`src/rtl/fir_coef_ctrl.sv`:
```
// Shadow/active FIR coefficient banks with frame-aligned, pipeline-drained bank swap.
// Stream path is 0-cycle combinational; ready passes through, gated closed during DRAIN and SWAP.
module fir_coef_ctrl #(
    parameter int TAP_NUM         = 15,
    parameter int FIR_TAP_WIDTH   = 16,
    parameter int SAXI_DATA_WIDTH = 16,
    parameter int FIR_LATENCY     = 23,
    parameter int ADDR_WIDTH      = 4
) (
    input  logic                               clk_i,
    input  logic                               rst_i,
    input  logic                               cfg_wr_en_i,
    input  logic [ADDR_WIDTH-1:0]              cfg_wr_addr_i,
    input  logic [FIR_TAP_WIDTH-1:0]           cfg_wr_data_i,
    input  logic                               cfg_commit_i,
    output logic                               cfg_err_o,
    output logic                               commit_pending_o,
    output logic                               swap_done_o,
    output logic [1:0]                         state_o,
    input  logic [SAXI_DATA_WIDTH-1:0]         s_axis_tdata_i,
    input  logic                               s_axis_tvalid_i,
    input  logic                               s_axis_tlast_i,
    output logic                               s_axis_tready_o,
    output logic [SAXI_DATA_WIDTH-1:0]         m_axis_fir_tdata_o,
    output logic                               m_axis_fir_tvalid_o,
    output logic                               m_axis_fir_tlast_o,
    input  logic                               m_axis_fir_tready_i,
    output logic [TAP_NUM*FIR_TAP_WIDTH-1:0]   fir_taps_o
);

    localparam int CNT_W = $clog2(FIR_LATENCY + 1);
    localparam logic [CNT_W-1:0]         DRAIN_LOAD = CNT_W'(FIR_LATENCY - 1);
    localparam logic [ADDR_WIDTH:0]      TAP_LIM    = TAP_NUM[ADDR_WIDTH:0];
    localparam logic [FIR_TAP_WIDTH-1:0] UNITY_TAP  = FIR_TAP_WIDTH'(16'h4000);

    typedef enum logic [1:0] {
        ST_RUN      = 2'd0,
        ST_WAIT_EOF = 2'd1,
        ST_DRAIN    = 2'd2,
        ST_SWAP     = 2'd3
    } state_t;

    state_t                   state;
    logic                     in_frame;
    logic                     pending;
    logic                     cfg_err;
    logic                     swap_done;
    logic [CNT_W-1:0]         drain_cnt;
    logic [FIR_TAP_WIDTH-1:0] shadow [TAP_NUM];
    logic [FIR_TAP_WIDTH-1:0] active [TAP_NUM];

    logic gate;
    logic beat_acc;
    logic in_frame_next;
    logic addr_ok;
    logic wr_ok;

    // Gate decodes straight from the state register so an async reset reopens it immediately.
    assign gate          = (state == ST_RUN) || (state == ST_WAIT_EOF);
    assign s_axis_tready_o     = m_axis_fir_tready_i & gate;
    assign m_axis_fir_tvalid_o = s_axis_tvalid_i & gate;
    assign m_axis_fir_tdata_o  = s_axis_tdata_i;
    assign m_axis_fir_tlast_o  = s_axis_tlast_i;

    assign beat_acc      = s_axis_tvalid_i & s_axis_tready_o;
    assign in_frame_next = beat_acc ? ~s_axis_tlast_i : in_frame;
    assign addr_ok       = ({1'b0, cfg_wr_addr_i} < TAP_LIM);
    assign wr_ok         = cfg_wr_en_i & addr_ok;

    always_ff @(posedge clk_i or posedge rst_i) begin
        if (rst_i) begin
            state     <= ST_RUN;
            in_frame  <= 1'b0;
            pending   <= 1'b0;
            cfg_err   <= 1'b0;
            swap_done <= 1'b0;
            drain_cnt <= '0;
        end else begin
            in_frame  <= in_frame_next;
            cfg_err   <= cfg_wr_en_i & ~addr_ok;
            swap_done <= 1'b0;
            case (state)
                ST_RUN: begin
                    if (cfg_commit_i) begin
                        pending <= 1'b1;
                        if (in_frame_next) begin
                            state <= ST_WAIT_EOF;
                        end else begin
                            state     <= ST_DRAIN;
                            drain_cnt <= DRAIN_LOAD;
                        end
                    end
                end
                ST_WAIT_EOF: begin
                    if (beat_acc && s_axis_tlast_i) begin
                        state     <= ST_DRAIN;
                        drain_cnt <= DRAIN_LOAD;
                    end
                end
                ST_DRAIN: begin
                    if (drain_cnt == '0) begin
                        state <= ST_SWAP;
                    end else begin
                        drain_cnt <= drain_cnt - 1'b1;
                    end
                end
                ST_SWAP: begin
                    pending   <= 1'b0;
                    swap_done <= 1'b1;
                    state     <= ST_RUN;
                end
                default: state <= ST_RUN;
            endcase
        end
    end

    // A write landing in the SWAP cycle reaches shadow after active has sampled the old value.
    always_ff @(posedge clk_i or posedge rst_i) begin
        if (rst_i) begin
            for (int n = 0; n < TAP_NUM; n++) begin
                shadow[n] <= (n == TAP_NUM / 2) ? UNITY_TAP : '0;
                active[n] <= (n == TAP_NUM / 2) ? UNITY_TAP : '0;
            end
        end else begin
            if (wr_ok) begin
                shadow[cfg_wr_addr_i] <= cfg_wr_data_i;
            end
            if (state == ST_SWAP) begin
                for (int n = 0; n < TAP_NUM; n++) begin
                    active[n] <= shadow[n];
                end
            end
        end
    end

    for (genvar g = 0; g < TAP_NUM; g++) begin : g_taps
        assign fir_taps_o[g*FIR_TAP_WIDTH +: FIR_TAP_WIDTH] = active[g];
    end

    assign state_o          = state;
    assign commit_pending_o = pending;
    assign cfg_err_o        = cfg_err;
    assign swap_done_o      = swap_done;

endmodule

```
`config.mk`:
```
export PLATFORM = sky130hd
export DESIGN_NAME = fir_coef_ctrl
export DESIGN_NICKNAME = d
export VERILOG_FILES = /design/src/rtl/fir_coef_ctrl.sv
export SDC_FILE = /design/constraint.sdc
export NUM_CORES = 1
export LEC_CHECK = 0
export ABC_AREA = 0
export CAP_MARGIN = 15
export CORE_UTILIZATION = 24
export DETAILED_ROUTE_END_ITERATION = 12
export GPL_ROUTABILITY_DRIVEN = 0
export HOLD_SLACK_MARGIN = 0.08
export PLACE_DENSITY_LB_ADDON = 0.05
export REMOVE_ABC_BUFFERS = 1
export SYNTH_ARGS = -nofsm -noshare
export SYNTH_HDL_FRONTEND = slang
export SYNTH_SLANG_ARGS = --single-unit
```
`constraint.sdc`:
```
create_clock -name clk_i -period 36 [get_ports clk_i]
set_input_delay 5.4 -clock clk_i [delete_from_list [all_inputs] [get_ports clk_i]]
set_output_delay 5.4 -clock clk_i [all_outputs]
set_load 0.05 [all_outputs]
```
==> results_dict.tcl, run 1 <==
set metrics [dict create \
    finalClockSkew_ns 0.008334 \
    cp.arrival_ns 6.87 \
    cts_tree "built" \
    finalCriticalPeriod_ns 12.27 \
    grt_max_degree 138 \
    syn_inst 1133 \
    synth.distinct_cells 38 \
    synth-xor-area-share 0 \
    finalHoldViolCount 0 \
    avgViaCountPerCell 4.159 \
    drc 0 \
    synth_edf_count 0 \
    cts_hold_buf 0 \
    core_sq_mm 0.07734 \
    num_antenna_cells 0 \
    timing.fmax_mhz 81.50 \
    synth_adder_area_share 0.004009 \
    root_buffer "clkbuf_16" \
    max_cap_violations 0 \
    numClockSinks 491 \
    synthFlopType "dfrtp_1" \
    fill_cells 7733 \
    setup-violations-final 0 \
    via_count 10330 \
    worstPathRequired_ns 30.60 \
    overflow 0 \
    start_util 0.2421 \
    die_w_microns 281.3 \
    critPathKind "in -> out" \
    io_pins 307 \
    synthTopCellsByArea "dfrtp_1 65%, mux2_2 29%, buf_4 1.1%" \
    post_cts_buffers 0 \
    rows 102 \
    wl_per_cell_microns 21.31 \
    synth-compound-area-share 0.006815 \
    nNetsFinal 1445 \
    period_share 0.3408 \
    worstHoldPathType "reg -> reg" \
    setup_slack_ns 23.73 \
    placed_cell_area_sq_mm 0.02246 \
    fin_total_pwr_uw 2626 \
    fin_area_sq_mm 0.02449 \
    grt_pass1_vias 11020 \
    leakagePower_uw 0.01039 \
    cp-end-kind "output pin" \
    peakVddDrop_uv 47.58 \
    htreeDepth 2 \
    cts_resized 0 \
    post-synth-top-area-fraction 0.6534 \
    register_area_sq_mm 0.01229 \
    clk_latency_ns 0.61 \
    synth_top_family_by_area "multiplexers" \
    multi_input_area_sq_mm 0.006012 \
    yosys_warnings 0 \
    wl_microns 52920 \
    ant_nets 0 \
    tns_ns 0 \
    drive_above_1_share 0.4238 \
    slew_violations 0 \
    slew_headroom 0.2781 \
    yosysTopAreaCell "dfrtp_1" \
    drt_iter0_drc 314 \
    dpl.hpwl_microns 31720 \
    netlist_area_sq_mm 0.01873 \
    synth-seq-cells 491 \
    status "finished, final reports clean" \
    grt_pass1_wl_microns 77980 \
    fp.dieH_microns 281.3 \
    numCtsBuffers 59 \
    final_common_cell "dfrtp_1" \
    grt_usage 0.1346 \
    dieArea_sq_mm 0.07915 \
    async_flop_share 1.000 \
    worstMarginPinSlew_ns 1.080 \
    rsz0062_at_grt "no" \
    first_pass_iters 4 \
    area_growth_pct 30.80 \
    avgSynthCellArea_sq_um 16.53 \
    synth_seq_area_share 0.6562 \
    clkTransAtPathRegs_ns 0.06 \
    numPortBuffers 274 \
    synthMuxAreaShare 0.2908 \
    p_per_area_mw_per_mm2 107.2 \
    antenna_found_initial 2 \
    start_kind "primary input" \
    synthSimpleGateAreaFrac 0.01577 \
    cp_max_fo 4 \
    cts_buffer_depth 3 \
    pre_cts_ws_ns 23.74 \
    layout_common_cells "489 x dfrtp_1, 480 x mux2_2, 274 x clkdlybuf4s50_1" \
]
==> cell usage after synthesis, types with 3 or more instances <==
cell,n
dfrtp_1,489
nand2b_1,8
inv_1,7
a21oi_1,4
nand3_1,7
nor2_1,5
ha_1,6
buf_2,24
nand3b_1,3
mux2i_1,3
buf_4,27
buf_6,4
mux2_2,480
clkbuf_1,25
nor2b_1,3
nor3_1,3
nor2_2,8
==> through the flow <==
step | instances | util | hold slack (ns)
after floorplan | 1052 | - | 0.4586
after global placement | 2375 | 0.2904 | 0.4819
after detailed placement | 2375 | 0.2904 | 0.4847
after CTS | 2484 | 0.3167 | 0.4905
after global routing | 2484 | 0.3167 | 0.5073
final | 2484 | 0.3167 | 0.4905
==> final timing paths <==
path,from,to,slack [ns],depth (start not counted)
worst max-delay path,s_axis_tvalid_i,m_axis_fir_tvalid_o,23.73,3
worst min-delay path,shadow[141],fir_taps_o[109],0.49,1
worst max register to register,state_o[1],fir_taps_o[166],32.18,5
worst min register to register,shadow[141],fir_taps_o[109],0.49,1
max in group asynchronous,rst_i,fir_taps_o[171],27.67,5
min in group asynchronous,rst_i,fir_taps_o[73],5.31,2
==> worst max-delay path, cell delays in order <==
cell and delay [ns]:
clkdlybuf4s50_1 0.51, nor2b_1 0.14, clkdlybuf4s50_1 0.81
==> metal layers <==
metal / vias to the layer above / track usage / share of wire
li1: 4519 / - / -
met2: 210 / 0.2267 / 0.49
met5: - / 0 / 0
met1: 5533 / 0.1680 / 0.42
met3: 68 / 0.04102 / 0.063
met4: 0 / 0.03191 / 0.018
==> registers in the layout, summed over array words and instances (netlist names) <==
signal and count:
fir_taps_o 240, shadow 240, drain_cnt 5, state_o 2, cfg_err_o 1, commit_pending_o 1
in_frame 1, swap_done_o 1
==> kinds of logic (layout without fill, tap and decap cells) <==
group	after synthesis	after routing
AO/OA/AOI/OAI	17	17
adder cells (fa/ha/maj)	6	6
buffers and inverters	88	399
flip-flops	491	491
multiplexers	484	484
AND/OR/NAND/NOR	47	47
==> power by group <==
group / switching, uW / total [uW] / internal, uW
Sequential: 103 / 856 / 753
Clock: 241 / 618 / 377
Combinational: 710 / 1150 / 441
==> final cells by class <==
class / instances / share of cell area
multi-input cells: 554 / 0.2454
clock buffers: 83 / 0.07095
repair buffers: 283 / 0.1152
inverters: 7 / 0.001379
flip-flops and latches: 491 / 0.5017
well taps: 1040 / 0.05312
clock inverters: 26 / 0.01216
Power figures use the tool's default switching activity.
==> run 2, diff against run 1 <==
Clock period 36 ns to 11.2 ns, I/O delays scaled along.
==> run 2 against run 1 <==
Sequential power grew to 3.2 times the previous value; worst hold slack improved by 0.0020 ns; critical path depth unchanged; first-iteration DRC count decreased by 3.8%; via count shrank 1.3%; largest power group unchanged.
==> results_dict.tcl, run 2 (synthesis gave the netlist of run 1 again) <==
set metrics [dict create \
    area_growth_pct 30.13 \
    reg2reg_depth 3 \
    clk_latency_ns 0.61 \
    period_share 0.4315 \
    drc 0 \
    finalCriticalPeriod_ns 4.833 \
    slew_headroom 0.2206 \
    clkTransAtPathRegs_ns 0.06 \
    post_cts_buffers 0 \
    grt_max_degree 129 \
    slew_violations 0 \
    nNetsFinal 1446 \
    rows 102 \
    fin_cells 2476 \
    fill_cells 7731 \
    dpl.hpwl_microns 31650 \
    cts_tree "built" \
    drive_above_1_share 0.4174 \
    max_cap_violations 0 \
    hp-start "shadow[236]" \
    worstMarginPinSlew_ns 1.169 \
    cts_hold_buf 0 \
    via_count 10190 \
    leakagePower_uw 0.01032 \
    r2r_start "state_o[1]" \
    finalHoldViolCount 0 \
    root_buffer "clkbuf_16" \
    wl_microns 52710 \
    grt_pass1_vias 11090 \
    cts_resized 0 \
    htreeDepth 2 \
    overflow 0 \
    worstHoldPathType "reg -> reg" \
    start_kind "primary input" \
    layout_common_cells "489 x dfrtp_1, 480 x mux2_2, 274 x clkdlybuf4s50_1" \
    setup-violations-final 0 \
    start_util 0.2421 \
    drt_iter0_drc 302 \
    cts_buffer_depth 3 \
    antenna_found_initial 0 \
    worstPathRequired_ns 9.52 \
    final_util 0.3151 \
    hold_ws_ns 0.4925 \
    holdPathEnd "fir_taps_o[12]" \
    numClockSinks 491 \
    rsz0062_at_grt "no" \
    status "finished, final reports clean" \
    holdPathStages 1 \
    cp.arrival_ns 3.15 \
    core_sq_mm 0.07734 \
    rrSetupSlack_ns 8.50 \
    numPortBuffers 274 \
    p_per_area_mw_per_mm2 341.9 \
    first_pass_iters 4 \
    critPathKind "in -> out" \
    dieArea_sq_mm 0.07915 \
    die_w_microns 281.3 \
    rr_endpoint "fir_taps_o[151]" \
    grt_pass1_wl_microns 78060 \
    peakVddDrop_uv 127.1 \
    cp-end-kind "output pin" \
    ant_nets 0 \
    grt_usage 0.1351 \
    numCtsBuffers 59 \
    dp.cells 2376 \
    timing.fmax_mhz 206.9 \
    final_common_cell "dfrtp_1" \
    io_pins 307 \
    avgViaCountPerCell 4.117 \
    finalClockSkew_ns 0.01968 \
    wl_per_cell_microns 21.29 \
    fp.dieH_microns 281.3 \
    cp_max_fo 4 \
]
## run 2: through the flow
step	total power, uW	TNS (ns)	setup slack (ns)	area, sq um
2_1_floorplan	5380	-2044.97	-4.181	18260
5_1_grt	8769	0	6.334	24370
3_5_place_dp	6560	0	6.359	22470
3_3_place_gp	6531	0	6.351	22470
4_1_cts	8508	0	6.364	24370
6_report	8332	0	6.367	24370
## run 2: how the worst max path moves through the flow
stage,start,slack (ns),depth (start not counted),end
6_report,s_axis_tvalid_i,6.37,3,m_axis_fir_tvalid_o
3_3_place_gp,s_axis_tvalid_i,6.35,3,m_axis_fir_tvalid_o
3_5_place_dp,s_axis_tvalid_i,6.36,3,m_axis_fir_tvalid_o
4_1_cts,s_axis_tvalid_i,6.36,3,m_axis_fir_tvalid_o
5_1_grt,s_axis_tvalid_i,6.33,3,m_axis_fir_tvalid_o
2_1_floorplan,rst_i,-4.18,1,cfg_err_o
## run 2: area by class of cell
class	instances	area [sq um]	area share
Sequential cell	491	12290	0.5043
Antenna cell	1	2.502	0.0001027
Timing Repair Buffer	284	2830	0.1161
Clock inverter	9	95.09	0.003902
Inverter	7	33.78	0.001386
Multi-Input combinational cell	554	6012	0.2467
Tap cell	1040	1301	0.05340
Clock buffer	90	1805	0.07409
## run 2: metal layers
metal / part of all wire / up-vias / GRT usage
li1: - / 4503 / -
met1: 0.42 / 5411 / 0.1667
met2: 0.50 / 203 / 0.2304
met3: 0.056 / 76 / 0.03704
met4: 0.021 / 0 / 0.03790
met5: 0 / - / 0
## run 2: power by group
part           internal (uW)  switching, uW
Combinational           1420           2280
Sequential              2420            332
Clock                   1140            740
Total                   4980           3350
## run 2: critical path: stages
cell and delay [ns]:
clkdlybuf4s50_1 0.51, nor2b_1 0.15, clkdlybuf4s50_1 0.81
